--- src/rtl/svd_rotation_angle_sequencer.sv ---
// Sequencer for the 2x2 SVD rotation-angle step-1 datapath: latches a block, captures
// N/D/K/sign, runs two restoring dividers. Optional perf counters: SVD_SEQ_PERF_CNT_EN.
module svd_rotation_angle_sequencer #(
   parameter int unsigned WORD_LENGTH = 16,
   parameter int unsigned FRAC_BITS   = 8
) (
   input  logic                   clk,
   input  logic                   rst,
   input  logic                   in_valid,
   output logic                   in_ready,
   input  logic [WORD_LENGTH-1:0] in_a,
   input  logic [WORD_LENGTH-1:0] in_b,
   input  logic [WORD_LENGTH-1:0] in_c,
   input  logic [WORD_LENGTH-1:0] in_d,
   input  logic                   flush,
   output logic [WORD_LENGTH-1:0] dp_a,
   output logic [WORD_LENGTH-1:0] dp_b,
   output logic [WORD_LENGTH-1:0] dp_c,
   output logic [WORD_LENGTH-1:0] dp_d,
   input  logic [WORD_LENGTH-1:0] dp_n1,
   input  logic [WORD_LENGTH-1:0] dp_d1,
   input  logic [WORD_LENGTH-1:0] dp_n2,
   input  logic [WORD_LENGTH-1:0] dp_d2,
   input  logic [WORD_LENGTH-1:0] dp_k1,
   input  logic [WORD_LENGTH-1:0] dp_k2,
   input  logic [1:0]             dp_s1,
   input  logic [1:0]             dp_s2,
   output logic                   out_valid,
   input  logic                   out_ready,
   output logic [FRAC_BITS-1:0]   q1,
   output logic [FRAC_BITS-1:0]   q2,
   output logic                   neg1,
   output logic                   neg2,
   output logic                   sat1,
   output logic                   sat2,
   output logic [WORD_LENGTH-1:0] k1,
   output logic [WORD_LENGTH-1:0] k2,
   output logic                   busy
`ifdef SVD_SEQ_PERF_CNT_EN
   ,
   output logic [31:0]            perf_blocks,
   output logic [31:0]            perf_stall
`endif
);

   localparam int unsigned W     = WORD_LENGTH;
   localparam int unsigned RW    = WORD_LENGTH + 1;
   localparam int unsigned TW    = WORD_LENGTH + 2;
   localparam int unsigned CNT_W = (FRAC_BITS > 1) ? $clog2(FRAC_BITS) : 1;

   typedef enum logic [1:0] {
      IDLE  = 2'd0,
      STEP1 = 2'd1,
      ITER  = 2'd2,
      DONE  = 2'd3
   } state_t;

   state_t             state;
   state_t             next_state;
   logic               accept_c;
   logic               release_c;
   logic [CNT_W-1:0]   cnt;
   logic [W-1:0]       den1;
   logic [W-1:0]       den2;
   logic [RW-1:0]      rem1;
   logic [RW-1:0]      rem2;
   logic [FRAC_BITS-1:0] qacc1;
   logic [FRAC_BITS-1:0] qacc2;
   logic [RW:0]        step1_c;
   logic [RW:0]        step2_c;
   logic [FRAC_BITS-1:0] nq1_c;
   logic [FRAC_BITS-1:0] nq2_c;
   logic               unused_sign_msbs;

   // Only bit 0 of each sign-xor pair defines the ratio sign.
   assign unused_sign_msbs = ^{dp_s1[1], dp_s2[1]};

   // One restoring-division step: returns {quotient_bit, new_remainder}.
   // A zero divisor never produces a 1 so that 0/0 yields a zero quotient.
   function automatic logic [RW:0] div_step(input logic [RW-1:0] r, input logic [W-1:0] d);
      logic [TW-1:0] t;
      t = {r, 1'b0};
      if ((d != '0) && (t >= TW'(d)))
         return {1'b1, RW'(t - TW'(d))};
      else
         return {1'b0, RW'(t)};
   endfunction

   always_ff @(posedge clk) begin
      if (rst)
         state <= IDLE;
      else
         state <= next_state;
   end

   // Next-state logic; flush overrides every handshake.
   always_comb begin
      next_state = state;
      accept_c   = 1'b0;
      release_c  = 1'b0;
      case (state)
         IDLE: begin
            if (in_valid) begin
               next_state = STEP1;
               accept_c   = 1'b1;
            end
         end
         STEP1: next_state = ITER;
         ITER: begin
            if (cnt == '0)
               next_state = DONE;
         end
         DONE: begin
            if (out_ready) begin
               next_state = IDLE;
               release_c  = 1'b1;
            end
         end
         default: next_state = IDLE;
      endcase
      if (flush) begin
         next_state = IDLE;
         accept_c   = 1'b0;
         release_c  = 1'b0;
      end
   end

   always_ff @(posedge clk) begin
      if (rst) begin
         in_ready  <= 1'b1;
         out_valid <= 1'b0;
         busy      <= 1'b0;
      end else begin
         in_ready  <= (next_state == IDLE);
         out_valid <= (next_state == DONE);
         busy      <= (next_state != IDLE);
      end
   end

   // Operand registers drive the external datapath directly.
   always_ff @(posedge clk) begin
      if (rst) begin
         dp_a <= '0;
         dp_b <= '0;
         dp_c <= '0;
         dp_d <= '0;
      end else if (accept_c) begin
         dp_a <= in_a;
         dp_b <= in_b;
         dp_c <= in_c;
         dp_d <= in_d;
      end
   end

   assign step1_c = div_step(rem1, den1);
   assign step2_c = div_step(rem2, den2);
   assign nq1_c   = FRAC_BITS'({qacc1, step1_c[RW]});
   assign nq2_c   = FRAC_BITS'({qacc2, step2_c[RW]});

   // Datapath capture and the two dividers; results land in q1/q2 on the last step.
   always_ff @(posedge clk) begin
      if (rst) begin
         cnt   <= '0;
         den1  <= '0;
         den2  <= '0;
         rem1  <= '0;
         rem2  <= '0;
         qacc1 <= '0;
         qacc2 <= '0;
         q1    <= '0;
         q2    <= '0;
         neg1  <= 1'b0;
         neg2  <= 1'b0;
         sat1  <= 1'b0;
         sat2  <= 1'b0;
         k1    <= '0;
         k2    <= '0;
      end else begin
         case (state)
            STEP1: begin
               den1  <= dp_d1;
               den2  <= dp_d2;
               rem1  <= {1'b0, dp_n1};
               rem2  <= {1'b0, dp_n2};
               qacc1 <= '0;
               qacc2 <= '0;
               sat1  <= (dp_n1 >= dp_d1) && !((dp_n1 == '0) && (dp_d1 == '0));
               sat2  <= (dp_n2 >= dp_d2) && !((dp_n2 == '0) && (dp_d2 == '0));
               neg1  <= dp_s1[0];
               neg2  <= dp_s2[0];
               k1    <= dp_k1;
               k2    <= dp_k2;
               cnt   <= CNT_W'(FRAC_BITS - 1);
            end
            ITER: begin
               rem1  <= step1_c[RW-1:0];
               rem2  <= step2_c[RW-1:0];
               qacc1 <= nq1_c;
               qacc2 <= nq2_c;
               if (cnt == '0) begin
                  q1 <= sat1 ? '1 : nq1_c;
                  q2 <= sat2 ? '1 : nq2_c;
               end else begin
                  cnt <= cnt - CNT_W'(1);
               end
            end
            default: ;
         endcase
      end
   end

`ifdef SVD_SEQ_PERF_CNT_EN
   // Free-running activity counters; flush leaves them alone.
   always_ff @(posedge clk) begin
      if (rst) begin
         perf_blocks <= '0;
         perf_stall  <= '0;
      end else begin
         if (release_c)
            perf_blocks <= perf_blocks + 32'd1;
         if ((state == DONE) && !out_ready)
            perf_stall <= perf_stall + 32'd1;
      end
   end
`endif

endmodule

--- config.mk ---
export PLATFORM = sky130hd
export DESIGN_NAME = svd_rotation_angle_sequencer
export DESIGN_NICKNAME = d
export VERILOG_FILES = /design/src/rtl/svd_rotation_angle_sequencer.sv
export SDC_FILE = /design/constraint.sdc
export NUM_CORES = 1
export LEC_CHECK = 0
export ABC_AREA = 1
export CAP_MARGIN = 0
export CORE_ASPECT_RATIO = 0.6
export CORE_MARGIN = 8
export CORE_UTILIZATION = 59
export DETAILED_ROUTE_END_ITERATION = 10
export DONT_BUFFER_PORTS = 1
export GPL_ROUTABILITY_DRIVEN = 0
export PLACE_DENSITY = 0.78
export SLEW_MARGIN = 20
export SYNTH_ARGS = -nofsm -noshare
export SYNTH_HDL_FRONTEND = slang
export SYNTH_SLANG_ARGS = --single-unit
--- constraint.sdc ---
create_clock -name clk -period 2.4 [get_ports clk]
set_input_delay 0.48 -clock clk [delete_from_list [all_inputs] [get_ports clk]]
set_output_delay 0.48 -clock clk [all_outputs]
set_load 0.05 [all_outputs]
After elaboration in Yosys (flattened, before gate mapping)

Cells that the tools add are included.

Register bits after elaboration: 204
Bits in latches: 0
RAM bits: 0
Memory bits (read-only): 0
Bits of input ports: 169
Output and inout port bits: 119
Logic and storage cells: 74
Memories kept: 0

Add/sub/neg operators: 3
Multiply operators: 0
Divide/modulo/power cells: 0
Magnitude comparators: 4
Equality and inequality tests: 5
Shift-type cells: 0
Muxes and demuxes: 18
Bitwise operators: 0
Reductions and logical operators: 21

Operator list:

| operator                                          | count |
|---|---|
| one-hot mux 17 bit (2 select lines)               | 2 |
| zero test 16 bit                                  | 4 |
| greater-or-equal comparator 18 x 16 -> 1 bit      | 2 |
| two-way mux 18 bit                                | 2 |
| subtractor 17 x 16 -> 17 bit                      | 2 |
| greater-or-equal comparator 16 bit                | 2 |
| nonzero test 16 bit                               | 2 |
| one-hot mux 7 bit (2 select lines)                | 2 |
| two-way mux 8 bit                                 | 2 |
| two-way mux 2 bit                                 | 4 |
| one-hot mux 2 bit (4 select lines)                | 1 |
| == test 2 bit (second input constant)             | 3 |
| logical AND 1 bit                                 | 6 |
| one-hot mux 3 bit (2 select lines)                | 1 |
| zero test 2 bit                                   | 2 |
| AND reduction 2 bit                               | 2 |
| nonzero test 2 bit                                | 2 |
| zero test 3 bit                                   | 1 |
| two-way mux 1 bit                                 | 3 |
| two-way mux 3 bit                                 | 1 |
| subtractor 3 x 1 -> 3 bit (second input constant) | 1 |
| == test 2 x 1 -> 1 bit (second input constant)    | 1 |
| zero test 1 bit                                   | 2 |
| != test 2 bit (second input constant)             | 1 |

Depth between registers and ports, before layout

Gate-level depths: netlist (run 1).

Depth in word-level cells: 5
Gate-level depth with buffers: 16
Gate-level depth less buffers: 16

Worst setup path before layout (run 1)

OpenSTA, ideal clock, no wires.

Path kind: register to register
From: reg den1[1]
To: reg rem1[10]
Setup time: 0.119 ns
Data arrival time: 1.782 ns
Data required time: 2.281 ns
Slack: 0.499 ns
Stages on the path, launching flop included: 14
Buffers on the path: 1
Clock period less this slack: 1.901 ns
Cells stage by stage: dfxtp_1 > inv_1 > ha_1 > ha_1 > inv_1 > nor2_1 > nand2_1 > o21ai_2 > nor2_2 > a21oi_4 > buf_6 > nand2_1 > nand3_1 > a21oi_1

Cells in the longest elaborated chain, start to end: 4
Elaborated cells between the ends (all ways): 6
Classes of those cells: add/sub: 1; order compare: 1; mux: 2; reduce/logical: 2

RTL lines:

| item                                                                                       | RTL line | text |
|---|---|---|
| start: declaration                                                                         | 63       | `logic [W-1:0] den1;` |
| start signal: assignment                                                                   | 181      | `den1 <= dp_d1;` |
| greater-or-equal comparator 18 x 16 -> 1 bit / nonzero test 16 bit (equally long branches) | 83       | `if ((d != '0) && (t >= TW'(d)))` |
| logical AND 1 bit                                                                          | 83       |  |
| two-way mux 18 bit (*)                                                                     | 83       |  |
| one-hot mux 17 bit (2 select lines) (*)                                                    | 179      | `case (state)` |
| end signal: assignment                                                                     | 183      | `rem1 <= {1'b0, dp_n1};` |
| end signal: assignment                                                                     | 196      | `rem1 <= step1_c[RW-1:0];` |
| end: declaration                                                                           | 65       | `logic [RW-1:0] rem1;` |

Mark *: on every way between the ends. The rest lies on a longest branch, timed or not.
A chain may end at the register's enable or synchronous reset.

Final worst setup path (run 1)

From: reg den2[8]
To: reg rem2[13]

Cells in the longest elaborated chain, start to end: 4
Elaborated cells between the ends (all ways): 6
Classes of those cells: add/sub: 1; order compare: 1; mux: 2; reduce/logical: 2

RTL lines:

| item                                                                                       | RTL line | text |
|---|---|---|
| start: declaration                                                                         | 64       | `logic [W-1:0] den2;` |
| start signal: assignment                                                                   | 182      | `den2 <= dp_d2;` |
| greater-or-equal comparator 18 x 16 -> 1 bit / nonzero test 16 bit (equally long branches) | 83       |  |
| logical AND 1 bit                                                                          | 83       |  |
| two-way mux 18 bit (*)                                                                     | 83       |  |
| one-hot mux 17 bit (2 select lines) (*)                                                    | 179      |  |
| end signal: assignment                                                                     | 184      | `rem2 <= {1'b0, dp_n2};` |
| end signal: assignment                                                                     | 197      | `rem2 <= step2_c[RW-1:0];` |
| end: declaration                                                                           | 66       | `logic [RW-1:0] rem2;` |

Marked as above.

==> run summary, run 1 <==
io pins = 288
Pint = 6430 uW
startpoint types = register
critical path depth = 12
family with the most delay on the worst path = simple AND/OR/NAND/NOR gates
RSZ-0062 raised after global routing = no
r2r setup slk = 0.22 ns
Data required, critical path = 2.78 ns
drt drc = 0
Synth Net Count = 1808
Total Neg Setup Slack = 0 ns
clock group share of total power = 31.4%
fin. max-slew vios = 0
Tot GR Track Use = 25.7%
Mapped Area = 10800 um2
CP Buf/Inv Count = 2
antenna-violating nets left = 0
maximum fanout along the worst path = 19
Initial Util = 60.2%
critical path capture point type = register
NetSw = 3660 uW
clk buf depth = 3
Area contributors post-synth = dfxtp_1, o21ai_0, nor2_1
synth-to-layout area growth = 7.76%
Post-Route M1 WL = 13500 um
Final Hold Viols = 0
ys async rst share = 0%
clk slew on worst S/H paths = 0.06 ns
crit-path cells = inv_1, ha_1, nand2_2, inv_1, a21oi_1, nand3_2, nand3_2, nand2_4, nand2_4, nand2_1, nand3_1, a21oi_1
skew final = 0.00969 ns
H-tree levels = 1
Clock Latency Late Sink = 0.49 ns
Distinct cells, synth = 40
Least-Margin Pin Slew = 1.04 ns
FF-to-FF path depth = 12
Post-synth top flop = dfxtp_1
average wire per standard cell = 17.4 um
DP HPWL = 23300 um
wire length on met3 = 3370 um
vias in the first global route = 9700
pwr dens = 864 nW/um2
Synth Area per Inst = 6.92 um2
share of the synthesized area in the top cell type = 37.7%
Hold Path Depth = 1
switching share of total power = 36.3%
nets@finish = 1778
CTS tree = yes
utilization after layout = 64.8%
max layer used = met4
Critical Path End = rem2[13]$_SDFFE_PP0P_
sequential power share = 42.1%
sequential area share after synthesis = 37.7%
total grt overflow = 0
ant diodes = 0
crit path time final = 2.18 ns
Final setup viols = 0
antenna violations before repair = 0
reg2reg start = den2[8]$_SDFFE_PP0P_
Storage cell area = 4080 um2
largest net degree at the start of global routing = 77
via/cell ratio = 5.67
first-pass GRT wire length = 49600 um
die height = 121 um
layout cells sized above 1 = 5.56%
Row Count = 38
Synth area leader = dfxtp_1
Iteration-0 DRC Markers = 882
die footprint = 23100 um2
critical path's largest stage delay = 0.37 ns
FF+latch count, synth = 204
Highest Clock Rate = 459 MHz
Max Cap Violations = 0
Worst slew margin = 30.3%
critical path class = reg2reg
Total Wirelength = 31200 um
CP startpoint = den2[8]$_SDFFE_PP0P_
multi-input logic area = 5800 um2
Core Area = 18000 um2
Worst VDD drop = 0.552 mV
metal2 WL = 13700 um
number of enable flip-flop cells after synthesis = 0
worst path arrival time = 2.56 ns
outcome = finished, final reports clean
CTS Buf Count = 21
combinational share of power = 26.5%
count of input and output buffers = 0
first drt pass iteration count = 5
Final period util = 90.8%
CP max stage cell = ha_1
Mapped Cells = 1567
x dimension of the die = 191 um
YS warnings = 0
leakage power = 0.00530 uW
CTS Sinks = 204
clk root buf = clkbuf_16
Hold Buf Count CTS = 0
Fill cells = 1615
hold crit path type = in2reg
DR vias = 10100
Reg-to-Reg End = rem2[13]$_SDFFE_PP0P_
## cell type report
cell class                 instances  area share (%)
clock inverter                     5           0.685
inverter                         175            5.64
timing repair buffer              21            1.56
multi-input combinational       1114            49.7
sequential                       204            35.0
tap                              240            2.57
clock buffer                      28            4.89
## cell families after synthesis
| family | share of synthesized area, % |
|---|---|
| AND/OR/NAND/NOR | 25.2 |
| AO/OA/AOI/OAI | 18.3 |
| XOR/XNOR | 1.45 |
| flip-flops | 37.7 |
| buffers and inverters | 8.94 |
| adder cells (fa/ha/maj) | 8.45 |
## synth_stat cells (all sizes together) (3+ instances only)
master / n
xnor2: 11
ha: 70
buf: 10
nand2: 252
inv: 173
xor2: 7
nand4: 17
nor3: 9
dfxtp: 204
a21oi: 168
nor2: 252
o211ai: 3
clkbuf: 64
o21ai: 210
nand3b: 5
nand3: 76
nor4: 22
## power groups by stage
stage / Combinational (uW) / Clock, uW / Sequential (uW)
after floorplan: 2120 / 0 / 4250
final: 2670 / 3170 / 4250
after global routing: 3040 / 3370 / 4270
after detailed placement: 2610 / 0 / 4320
after global placement: 2540 / 0 / 4320
after CTS: 2620 / 3220 / 4250
## how the worst min path moves through the flow
stage	slack, ns	to	start
2_1_floorplan	0.44	rem2[16]$_SDFFE_PP0P_	rem2[16]$_SDFFE_PP0P_
3_3_place_gp	0.44	rem2[16]$_SDFFE_PP0P_	rem2[16]$_SDFFE_PP0P_
3_5_place_dp	0.45	rem2[16]$_SDFFE_PP0P_	rem2[16]$_SDFFE_PP0P_
4_1_cts	0.05	rem2[16]$_SDFFE_PP0P_	rst
5_1_grt	0.04	qacc2[2]$_SDFFE_PP0P_	rst
6_report	0.06	sat2$_SDFFE_PP0P_	rst
## cells in the final DEF (no fill, tap or decap), types with 19 or more instances in the layout
cell type,count
a21oi_1,167
buf_4,19
clkbuf_16,21
dfxtp_1,204
ha_1,69
inv_1,168
nand2_1,241
nand3_1,70
nor2_1,244
nor4_1,22
o21ai_0,208
## state kept, by name, indices dropped and copies added, names as in the netlist, 2 cells and up
name,cells
rem2,17
q2,8
den2,16
den1,16
state,2
qacc1,7
k2,16
dp_b,16
dp_a,16
k1,16
dp_d,16
rem1,17
qacc2,7
dp_c,16
cnt,3
q1,8
## worst register-to-register path: cells and delay by family, from the launching register on
kind                       cells  cell delay [ns]
and+or+nand+nor                7             0.95
adders and majority gates      1             0.37
DFF                            1             0.35
AOI/OAI and AO/OA              2             0.28
buffers and inverters          2             0.10
## stage by stage
step | setup WS [ns] | cells | area, um2 | hold slack [ns] | total power, uW
6_report | 0.220 | 1787 | 11700 | 0.0556 | 10100
5_1_grt | 0.00724 | 1787 | 11700 | 0.0417 | 10700
3_3_place_gp | 0.279 | 1754 | 11000 | 0.443 | 6860
2_1_floorplan | 0.499 | 1567 | 10800 | 0.440 | 6370
4_1_cts | 0.222 | 1787 | 11700 | 0.0461 | 10100
3_5_place_dp | 0.239 | 1754 | 11000 | 0.454 | 6920
## repair_timing
action / 4_1_cts / 5_1_grt
buffers inserted: 0 / 0
hold endpoints to repair: 0 / 0
endpoints found under the setup margin: 0 / 1
gates resized for setup: 0 / 1
## per-layer routing
layer | track usage (%) | vias to the layer above
met1 | 33.8 | 4614
met2 | 40.8 | 414
li1 | - | 5064
met4 | 6.18 | 0
met3 | 7.92 | 47
met5 | 0 | -
(Power assumes the default switching activity.)
==> inputs of run 2 (changes only) <==
Settings changed: CORE_MARGIN 8 to 4.
==> run summary, run 2 (same netlist as run 1, synthesis figures left out) <==
outcome = finished, final reports clean
skew final = 0.0173 ns (+0.00757 ns)
Max Cap Violations = 0 (unchanged)
worst path arrival time = 2.64 ns (+0.08 ns)
Total Neg Setup Slack = 0 ns (unchanged)
crit path time final = 2.21 ns (+0.0341 ns)
Iteration-0 DRC Markers = 775 (-12%)
H-tree levels = 1 (unchanged)
Hold Path Depth = 1 (unchanged)
clk buf depth = 3 (unchanged)
RSZ-0062 raised after global routing = no
total grt overflow = 0 (unchanged)
Row Count = 38 (unchanged)
die footprint = 20700 um2 (-11%)
maximum fanout along the worst path = 18 (-1)
critical path capture point type = register
antenna violations before repair = 0 (unchanged)
io pins = 288 (unchanged)
first-pass GRT wire length = 48500 um (-2.4%)
fin. max-slew vios = 0 (unchanged)
clk slew on worst S/H paths = 0.07 ns (about the same)
nets@finish = 1781 (+0.17%)
switching share of total power = 36.4% (+0.10 points)
critical path class = reg2reg
DP HPWL = 22100 um (-5.3%)
Final period util = 92.2% (+1.4 points)
clock group share of total power = 32.5% (+1.1 points)
drt drc = 0 (unchanged)
hold path start = rst
Top Registers = rem1: 17 flops, rem2: 17 flops
Setup Fix Bufs, Post-CTS = 0 (unchanged)
leakage power = 0.00533 uW (+0.57%)
commonest cells after routing, fill and taps aside = nor2_1, nand2_1, o21ai_0
WHS Endpoint = out_valid$_SDFF_PP0_
first drt pass iteration count = 5 (unchanged)
Resized cells post-CTS = 0 (unchanged)
ant diodes = 0 (unchanged)
average wire per standard cell = 16.7 um (-4.0%)
Final setup viols = 0 (unchanged)
sequential power share = 41.4% (-0.7 points)
count of input and output buffers = 0 (unchanged)
Tot GR Track Use = 27.9% (+2.2 points)
CTS Sinks = 204 (unchanged)
vias in the first global route = 9551 (-1.5%)
antenna-violating nets left = 0 (unchanged)
combinational share of power = 26.1% (-0.4 points)
most common cell after layout, fill and taps aside = nor2_1
x dimension of the die = 183 um (-4.2%)
Core Area = 18100 um2 (+0.26%)
Worst VDD drop = 0.513 mV (-7.1%)
Data required, critical path = 2.83 ns (+0.05 ns)
FF-to-FF path depth = 12 (unchanged)
hold crit path type = in2reg
largest net degree at the start of global routing = 95 (+23%)
pwr dens = 872 nW/um2 (+1.0%)
Hold Buf Count CTS = 0 (unchanged)
via/cell ratio = 5.67 (-0.12%)
startpoint types = register
Highest Clock Rate = 452 MHz (-1.5%)
clk root buf = clkbuf_16
Clock Latency Late Sink = 0.50 ns (about the same)
Worst slew margin = 29.7% (-0.63 points)
Initial Util = 60.0% (-0.16 points)
synth-to-layout area growth = 8.12%
Least-Margin Pin Slew = 1.06 ns (+0.0109 ns)
NetSw = 3720 uW (+1.6%)
utilization after layout = 64.9% (about the same)
DR vias = 10200 (+0.28%)
CTS Buf Count = 21 (unchanged)
die height = 113 um (-6.6%)
Reg-to-Reg End = rem1[16]$_SDFFE_PP0P_
Final Hold Viols = 0 (unchanged)
Total Wirelength = 30000 um (-3.6%)
layout cells sized above 1 = 6.05% (+0.49 points)
CTS tree = yes
reg2reg start = den1[11]$_SDFFE_PP0P_
r2r setup slk = 0.19 ns (-0.03 ns)
Pint = 6500 uW (+1.2%)
-- run 2: cell types whose count changed in the layout (fill, tap and decap cells not counted), sizes merged --
| cell | before | now |
|---|---|---|
| clkinv | 4 | 7 |
| buf | 21 | 24 |
| clkinvlp | 2 | 3 |
| bufinv | 2 | 3 |
| clkbuf | 28 | 25 |
| inv | 172 | 174 |
-- run 2: worst max-delay path: stages, from the launching register on --
cell and delay, ns:
dfxtp_1 0.36, inv_1 0.06, ha_1 0.37, a21oi_1 0.27
or2_1 0.18, nand3_1 0.09, nor2_2 0.20, nand2_2 0.10
nand2_4 0.20, nand2_1 0.07, nand2_1 0.07, nand2_1 0.04
a21oi_1 0.12
-- run 2: how the worst max path moves through the flow --
stage | startpoint | to | slack (ns) | cells after the start
after floorplan | den1[1]$_SDFFE_PP0P_ | rem1[10]$_SDFFE_PP0P_ | 0.50 | 13
after global placement | den1[11]$_SDFFE_PP0P_ | rem1[16]$_SDFFE_PP0P_ | 0.29 | 12
after detailed placement | den1[11]$_SDFFE_PP0P_ | rem1[16]$_SDFFE_PP0P_ | 0.23 | 12
after CTS | den1[11]$_SDFFE_PP0P_ | rem1[16]$_SDFFE_PP0P_ | 0.21 | 12
after global routing | den1[11]$_SDFFE_PP0P_ | rem1[16]$_SDFFE_PP0P_ | 0.004 | 12
final | den1[11]$_SDFFE_PP0P_ | rem1[16]$_SDFFE_PP0P_ | 0.19 | 12
-- run 2: through the flow --
step,setup WS (ns),hold slack [ns],power (uW),instances,area [um2]
after global placement,0.287,0.444,6860,1757,11000
final,0.186,0.0716,10200,1794,11700
after global routing,0.00437,0.0341,10900,1794,11700
after CTS,0.206,0.0316,10300,1794,11700
after floorplan,0.499,0.440,6370,1567,10800
after detailed placement,0.228,0.447,6930,1757,11000
-- run 2: cell type report --
cell class / count / area [um2]
Fill cell: 1631 / 6340
Clock buffer: 25 / 541
Tap cell: 240 / 300
Multi-Input combinational cell: 1114 / 5800
Timing Repair Buffer: 24 / 193
Sequential cell: 204 / 4080
Inverter: 175 / 659
Clock inverter: 12 / 150
-- run 2: power groups by stage --
stage / clock network [uW] / logic, uW / registers [uW]
floorplan: 0 / 2120 / 4250
global placement: 0 / 2550 / 4300
detailed placement: 0 / 2620 / 4310
CTS: 3390 / 2630 / 4240
global route: 3570 / 3050 / 4260
finish: 3320 / 2670 / 4240
-- run 2: routing by layer --
metal / share of wire, % / GRT usage, % / vias to the layer above
met1: 45 / 40.1 / 4641
met5: 0 / 0 / -
met2: 44 / 42.4 / 410
met3: 9.3 / 6.84 / 42
li1: - / - / 5074
met4: 2.0 / 6.94 / 0
